$ cat src/rtl/mii_rx_deframer.sv
`default_nettype none
// ============================================================================
// Module   : mii_rx_deframer
// Brief    : MII receive deframer. Strips preamble/SFD, packs bytes into
//            32-bit words and buffers them in a word FIFO for a valid/ready
//            consumer. Optional FCS check enabled by macro RX_CRC_CHECK_EN.
// Revision : 1.0 - initial release
// ============================================================================
module mii_rx_deframer #(
  parameter int FIFO_DEPTH = 16,
  parameter int MAX_BYTES  = 1522
) (
  input  logic        clk,
  input  logic        reset,
  input  logic [3:0]  m_rx_d,
  input  logic        m_rx_en,
  input  logic        m_rx_err,
  output logic [31:0] ff_rx_data,
  output logic        ff_rx_vld,
  output logic        ff_rx_sop,
  output logic        ff_rx_eop,
  output logic [1:0]  ff_rx_mod,
  output logic        ff_rx_err,
  input  logic        ff_rx_rdy,
  output logic [15:0] drop_cnt
);

  localparam int            c_aw    = $clog2(FIFO_DEPTH);
  localparam logic [c_aw:0] c_depth = (c_aw + 1)'(FIFO_DEPTH);
  localparam logic [c_aw:0] c_one   = (c_aw + 1)'(1);
  localparam logic [15:0]   c_max   = 16'(MAX_BYTES);

  typedef enum logic [1:0] {
    ST_WAIT_IDLE = 2'd0,
    ST_IDLE      = 2'd1,
    ST_PREAMBLE  = 2'd2,
    ST_DATA      = 2'd3
  } state_t;

  typedef struct packed {
    logic [31:0] data;
    logic        sop;
    logic        eop;
    logic [1:0]  mod;
    logic        err;
  } word_t;

  state_t      r_state, w_state_nx;
  logic        r_half;
  logic [3:0]  r_lo;
  logic [31:0] r_word;
  logic [1:0]  r_bidx;
  logic        r_pend_vld;
  logic [31:0] r_pend;
  logic        r_sop_done;
  logic        r_err;
  logic [15:0] r_bcnt;
  logic        r_abort;
  logic        r_term;
  logic [15:0] r_drop;

  logic        w_req, w_start, w_drop_frame, w_ovf, w_space, w_push, w_term_push;
  logic        w_crc_bad, w_err_eop, w_over;
  word_t       w_req_word, w_push_word;
  logic [7:0]  w_byte;
  logic [15:0] w_bcnt_inc;
  logic [31:0] w_word_fill;

  assign w_byte      = {m_rx_d, r_lo};
  assign w_bcnt_inc  = r_bcnt + 16'd1;
  assign w_over      = (w_bcnt_inc > c_max);
  assign w_word_fill = r_word | ({24'd0, w_byte} << {(2'd3 - r_bidx), 3'b000});
  assign w_err_eop   = r_err | w_crc_bad;

`ifdef RX_CRC_CHECK_EN
  localparam logic [31:0] c_residue = 32'hC704DD7B;
  logic [31:0] r_crc, w_crc_nx, w_crc_rev;

  // Reflected LFSR, one byte per completed byte, LSB first.
  always_comb begin
    w_crc_nx = r_crc;
    for (int i = 0; i < 8; i++)
      w_crc_nx = (w_crc_nx >> 1) ^ ((w_crc_nx[0] ^ w_byte[i]) ? 32'hEDB88320 : 32'h0);
    for (int i = 0; i < 32; i++)
      w_crc_rev[i] = r_crc[31-i];
  end

  always_ff @(posedge clk) begin
    if (reset || w_start)
      r_crc <= '1;
    else if (r_state == ST_DATA && m_rx_en && r_half)
      r_crc <= w_crc_nx;
  end

  assign w_crc_bad = (w_crc_rev != c_residue) || (r_bcnt < 16'd4);
`else
  assign w_crc_bad = 1'b0;
`endif

  // Next state and word push request
  always_comb begin
    w_state_nx   = r_state;
    w_req        = 1'b0;
    w_req_word   = '0;
    w_start      = 1'b0;
    w_drop_frame = 1'b0;
    w_ovf        = 1'b0;
    case (r_state)
      ST_WAIT_IDLE: if (!m_rx_en) w_state_nx = ST_IDLE;
      ST_IDLE: begin
        if (m_rx_en) w_state_nx = (m_rx_d == 4'h5) ? ST_PREAMBLE : ST_WAIT_IDLE;
      end
      ST_PREAMBLE: begin
        if (!m_rx_en) begin
          w_state_nx = ST_IDLE;
        end else if (m_rx_d == 4'hD) begin
          if (r_abort) begin
            w_drop_frame = 1'b1;
            w_state_nx   = ST_WAIT_IDLE;
          end else begin
            w_start    = 1'b1;
            w_state_nx = ST_DATA;
          end
        end else if (m_rx_d != 4'h5) begin
          w_state_nx = ST_WAIT_IDLE;
        end
      end
      ST_DATA: begin
        if (!m_rx_en) begin
          w_state_nx = ST_IDLE;
          if (r_pend_vld) begin
            w_req           = 1'b1;
            w_req_word.data = r_pend;
            w_req_word.sop  = !r_sop_done;
            w_req_word.eop  = 1'b1;
            w_req_word.err  = w_err_eop;
          end else if (r_bidx != 2'd0) begin
            w_req           = 1'b1;
            w_req_word.data = r_word;
            w_req_word.sop  = !r_sop_done;
            w_req_word.eop  = 1'b1;
            w_req_word.mod  = 2'd0 - r_bidx;
            w_req_word.err  = w_err_eop;
          end
        end else if (!r_half) begin
          if (r_pend_vld) begin
            w_req           = 1'b1;
            w_req_word.data = r_pend;
            w_req_word.sop  = !r_sop_done;
          end
        end else if (r_bidx == 2'd3 && w_over) begin
          w_req           = 1'b1;
          w_req_word.data = w_word_fill;
          w_req_word.sop  = !r_sop_done;
          w_req_word.eop  = 1'b1;
          w_req_word.err  = 1'b1;
          w_state_nx      = ST_WAIT_IDLE;
        end
      end
      default: w_state_nx = ST_WAIT_IDLE;
    endcase
    if (w_req && !w_space) begin
      w_ovf      = 1'b1;
      w_state_nx = m_rx_en ? ST_WAIT_IDLE : ST_IDLE;
    end
  end

  always_ff @(posedge clk) begin
    if (reset) r_state <= ST_WAIT_IDLE;
    else       r_state <= w_state_nx;
  end

  // Byte/word assembly and frame bookkeeping
  always_ff @(posedge clk) begin
    if (reset) begin
      r_half     <= 1'b0;
      r_lo       <= '0;
      r_word     <= '0;
      r_bidx     <= '0;
      r_pend_vld <= 1'b0;
      r_pend     <= '0;
      r_sop_done <= 1'b0;
      r_err      <= 1'b0;
      r_bcnt     <= '0;
      r_abort    <= 1'b0;
      r_term     <= 1'b0;
      r_drop     <= '0;
    end else begin
      if (w_start) begin
        r_half     <= 1'b0;
        r_word     <= '0;
        r_bidx     <= '0;
        r_pend_vld <= 1'b0;
        r_sop_done <= 1'b0;
        r_err      <= 1'b0;
        r_bcnt     <= '0;
      end else if (r_state == ST_DATA && m_rx_en) begin
        if (m_rx_err) r_err <= 1'b1;
        if (!r_half) begin
          r_lo       <= m_rx_d;
          r_half     <= 1'b1;
          r_pend_vld <= 1'b0;
        end else begin
          r_half <= 1'b0;
          r_bcnt <= w_bcnt_inc;
          if (w_over) r_err <= 1'b1;
          if (r_bidx == 2'd3) begin
            r_pend     <= w_word_fill;
            r_pend_vld <= 1'b1;
            r_word     <= '0;
          end else begin
            r_word <= w_word_fill;
          end
          r_bidx <= r_bidx + 2'd1;
        end
      end
      if (w_req && w_space) r_sop_done <= 1'b1;

      // A terminator is owed only if the aborted frame already opened with sop.
      if (w_ovf) begin
        r_abort <= 1'b1;
        r_term  <= r_sop_done;
      end else if (r_abort && w_space) begin
        r_abort <= 1'b0;
        r_term  <= 1'b0;
      end

      if ((w_ovf || w_drop_frame) && r_drop != 16'hFFFF)
        r_drop <= r_drop + 16'd1;
    end
  end

  // Word FIFO; the output register counts toward FIFO_DEPTH
  word_t         r_mem [FIFO_DEPTH];
  word_t         r_out;
  logic          r_vld;
  logic [c_aw:0] r_wr, r_rd, r_cnt;
  logic          w_pop, w_load, w_mem_empty, w_bypass;

  assign w_pop       = r_vld && ff_rx_rdy;
  assign w_space     = (r_cnt != c_depth) || w_pop;
  assign w_mem_empty = (r_wr == r_rd);
  assign w_load      = !r_vld || w_pop;
  assign w_term_push = r_abort && r_term && w_space;
  assign w_push      = (w_req && w_space) || w_term_push;
  assign w_bypass    = w_load && w_mem_empty && w_push;

  always_comb begin
    w_push_word = w_req_word;
    if (!w_req) begin
      w_push_word     = '0;
      w_push_word.eop = 1'b1;
      w_push_word.err = 1'b1;
    end
  end

  always_ff @(posedge clk) begin
    if (reset) begin
      r_wr  <= '0;
      r_rd  <= '0;
      r_cnt <= '0;
      r_vld <= 1'b0;
      r_out <= '0;
    end else begin
      case ({w_push, w_pop})
        2'b10:   r_cnt <= r_cnt + c_one;
        2'b01:   r_cnt <= r_cnt - c_one;
        default: r_cnt <= r_cnt;
      endcase
      if (w_load) begin
        if (!w_mem_empty) begin
          r_out <= r_mem[r_rd[c_aw-1:0]];
          r_rd  <= r_rd + c_one;
          r_vld <= 1'b1;
        end else if (w_push) begin
          r_out <= w_push_word;
          r_vld <= 1'b1;
        end else begin
          r_out <= '0;
          r_vld <= 1'b0;
        end
      end
      if (w_push && !w_bypass) r_wr <= r_wr + c_one;
    end
  end

  always_ff @(posedge clk) begin
    if (w_push && !w_bypass) r_mem[r_wr[c_aw-1:0]] <= w_push_word;
  end

  assign ff_rx_data = r_out.data;
  assign ff_rx_vld  = r_vld;
  assign ff_rx_sop  = r_out.sop;
  assign ff_rx_eop  = r_out.eop;
  assign ff_rx_mod  = r_out.mod;
  assign ff_rx_err  = r_out.err;
  assign drop_cnt   = r_drop;

endmodule
`default_nettype wire

$ cat config.mk
export PLATFORM = sky130hd
export DESIGN_NAME = mii_rx_deframer
export DESIGN_NICKNAME = d
export VERILOG_FILES = /design/src/rtl/mii_rx_deframer.sv
export SDC_FILE = /design/constraint.sdc
export NUM_CORES = 1
export LEC_CHECK = 0
export BUFFER_PORTS_ARGS = -buffer_cell sky130_fd_sc_hd__buf_2
export CORE_UTILIZATION = 55
export CTS_BUF_LIST = sky130_fd_sc_hd__clkbuf_4
export DETAILED_ROUTE_END_ITERATION = 8
export PLACE_DENSITY_LB_ADDON = 0.08
export SYNTH_ARGS = -nofsm -noshare
export SYNTH_HDL_FRONTEND = slang
export SYNTH_SLANG_ARGS = --single-unit
$ cat constraint.sdc
create_clock -name clk -period 9.6 [get_ports clk]
set_input_delay 0.48 -clock clk [delete_from_list [all_inputs] [get_ports clk]]
set_output_delay 0.48 -clock clk [all_outputs]
set_load 0.02 [all_outputs]
==> metrics <==
Critical Path Start Type flip-flop; DIE HEIGHT 238 microns; row cnt 86; grt ovf 0; HPWL Detailed 41.0 mm; Reg area 21,100 sq um; Final Hold Fails 0; Pre-Repair DR Iteration Count 5; Seq/Total Area, Yosys 68.9%; Placed Area 31,900 sq um; footprint of the multi-input gates 9000 sq um; RSZ-0062 raised after global routing no; Root Buffer clkbuf_4; clk sinks 759; first-pass GRT wire length 113 mm; Slew Viols, Final 0; antenna viol nets, final 0; IO Count 63; residual DRC count 0; Post-synth EDFFs 592; Synth async-reset ratio 0%; Max Buffers Root-to-Sink 3; leakage power 10.3 nW; Port Buffers 62; syn nets 1,948; Worst EP arrival 5.10 ns; Worst Skew 0.0414 ns; layout cells sized above 1 27.5%; Finished Layout Cells 3,010; final net count 2,133; core footprint 55,100 sq um; Gate Count Post-Synth 1,925; via-per-instance ratio 6.13; synthesis-to-finish area growth 12.3%; Reg clk slew, reported paths 0.06 ns; mapped cell area 30,700 sq um; Ys Warns 0; Die W 238 microns; critical-path maximum fanout 21; DRT iter0 DRCs 1,701; min Tclk post-route 4.44 ns; Worst VDD drop 0.000132 V; Fmax achieved 225 MHz; post-cts resize count 0; Syn Area/Cell 15.9 sq um; TNS Setup 0 ns; Synth Register Bits 759; Max Cap Viol 0; starting density of the core 55.6%; Crit Path Category reg -> reg; run status completed; Total Die Area 56,700 sq um; total power 6.39 mW; fin area 34,400 sq um; main flop type after synthesis edfxtp_1; largest net degree at the start of global routing 96; WL final 75.3 mm; nature of the critical path endpoint flip-flop; vias in the first global route 18,700; CTS H-Tree Depth 4; GRT Overall Usage 27.5%; Avg WL per Cell 25.0 microns; final count of negative-setup-slack endpoints 0; worst slew pin tran 1.14 ns; CTS tree built; routability cong. 0.783; Inst Count DP 2,659; CP Data Required Time 10.26 ns; min-delay worst type in -> reg; fillers 4,178; antenna violations before repair 3; crit share post-route 46.3%; TritonCTS buffer count 189; Cell variety after synth 64; pwr dens 186 nW/um^2; vias 18,500; Slew HR 24.0%; worst skew pair latency 1.04 ns
layer usage:
metal / vias up / share of wire (%) / GRT usage [%]
met5: - / 0 / 0
met2: 722 / 49 / 44.6
met3: 133 / 6.8 / 6.40
met4: 0 / 2.6 / 10.3
met1: 9464 / 42 / 36.4
li1: 8146 / - / -
cells in the final DEF, fill, tap and decap left out, types with 20 or more instances in the layout:
cell type,synthesis,layout
buf_4,0,64
clkbuf_4,0,283
dfxtp_1,167,163
a211oi_1,76,76
a21oi_1,128,127
o32ai_1,23,23
buf_2,21,61
nor2_1,146,144
xnor2_1,27,27
a41oi_1,21,21
xor2_1,20,20
edfxtp_1,592,592
o21ai_0,30,29
mux4_2,148,148
mux2i_1,47,47
nand2_1,60,60
nor2b_1,44,41
a21o_1,25,25
inv_1,20,20
a22oi_1,42,42
clkinv_1,1,38
cells in the mapped netlist (all sizes together) (32+ instances only):
library cell | count | share of area (%)
nor2b | 44 | 0.90
dfxtp | 167 | 11
nand2 | 60 | 0.73
a22oi | 42 | 1.0
buf | 34 | 0.53
a211oi | 76 | 1.9
mux2i | 47 | 1.5
o21ai | 32 | 0.53
mux4 | 148 | 11
a21oi | 128 | 2.1
edfxtp | 592 | 58
nor2 | 147 | 1.8
clkbuf | 105 | 1.3
report_power, final:
group	switching [mW]	internal, mW
logic	0.114	0.100
clock network	1.28	1.40
registers	0.00741	3.49
total	1.40	4.99
sequential cells by signal, summed over array words and instances (netlist names), 2 cells and up, named ones only:
| name | count |
|---|---|
| r_mem | 592 |
| ff_rx_data | 32 |
| r_pend | 32 |
| r_word | 32 |
| drop_cnt | 16 |
| r_bcnt | 16 |
| r_cnt | 5 |
| r_rd | 5 |
| r_wr | 5 |
| r_lo | 4 |
| ff_rx_mod | 2 |
| r_bidx | 2 |
| r_state | 2 |
area by class of cell:
class / instances / area share [%]
clock buffer: 283 / 6.17
inverter: 21 / 0.229
timing repair buffer: 133 / 2.51
multi-input combinational: 1006 / 26.1
sequential: 759 / 61.4
tap: 748 / 2.72
antenna: 8 / 0.0581
clock inverter: 52 / 0.781
worst max-delay path: stages, from the launching register on:
cell and delay, ns:
dfxtp_1 0.42, ha_1 0.31, nand4_1 0.18, or3_1 0.39, xnor2_1 0.21, nand2_1 0.12, o211a_1 0.29, a21oi_1 0.77
and3_2 0.86, buf_4 0.50
cells by family (layout without fill, tap and decap cells):
family	Yosys count	after routing	synth area share (%)
buffers and inverters	160	489	2.07
XOR/XNOR	47	47	1.34
other	0	8	0
AO/OA/AOI/OAI	404	404	9.23
AND/OR/NAND/NOR	344	344	5.39
flip-flops	759	759	68.9
adder cells (fa/ha/maj)	14	14	0.572
multiplexers	197	197	12.5
repair_timing:
| item | in CTS | in global routing |
|---|---|---|
| hold buffers | 8 | 0 |
| buffers inserted | 0 | 0 |
| hold endpoints to repair | 54 | 0 |
through the flow:
step,hold slack (ns),utilization (%),setup slack [ns]
final,0.362,62.5,5.16
after global routing,0.322,62.5,4.82
after CTS,0.252,62.5,5.16
after detailed placement,0.462,58.0,5.17
after global placement,0.460,58.0,5.20
after floorplan,0.438,-,4.60
worst paths after layout:
kind / start / to / slack (ns) / cells past startpoint
max: r_bcnt[0] / r_mem[0][30] / 5.16 / 9
min: m_rx_err / r_err / 0.36 / 5
max reg2reg: r_bcnt[0] / r_mem[0][30] / 5.16 / 9
min reg2reg: r_pend[12] / ff_rx_data[12] / 0.46 / 1
(Power assumes the default switching activity.)
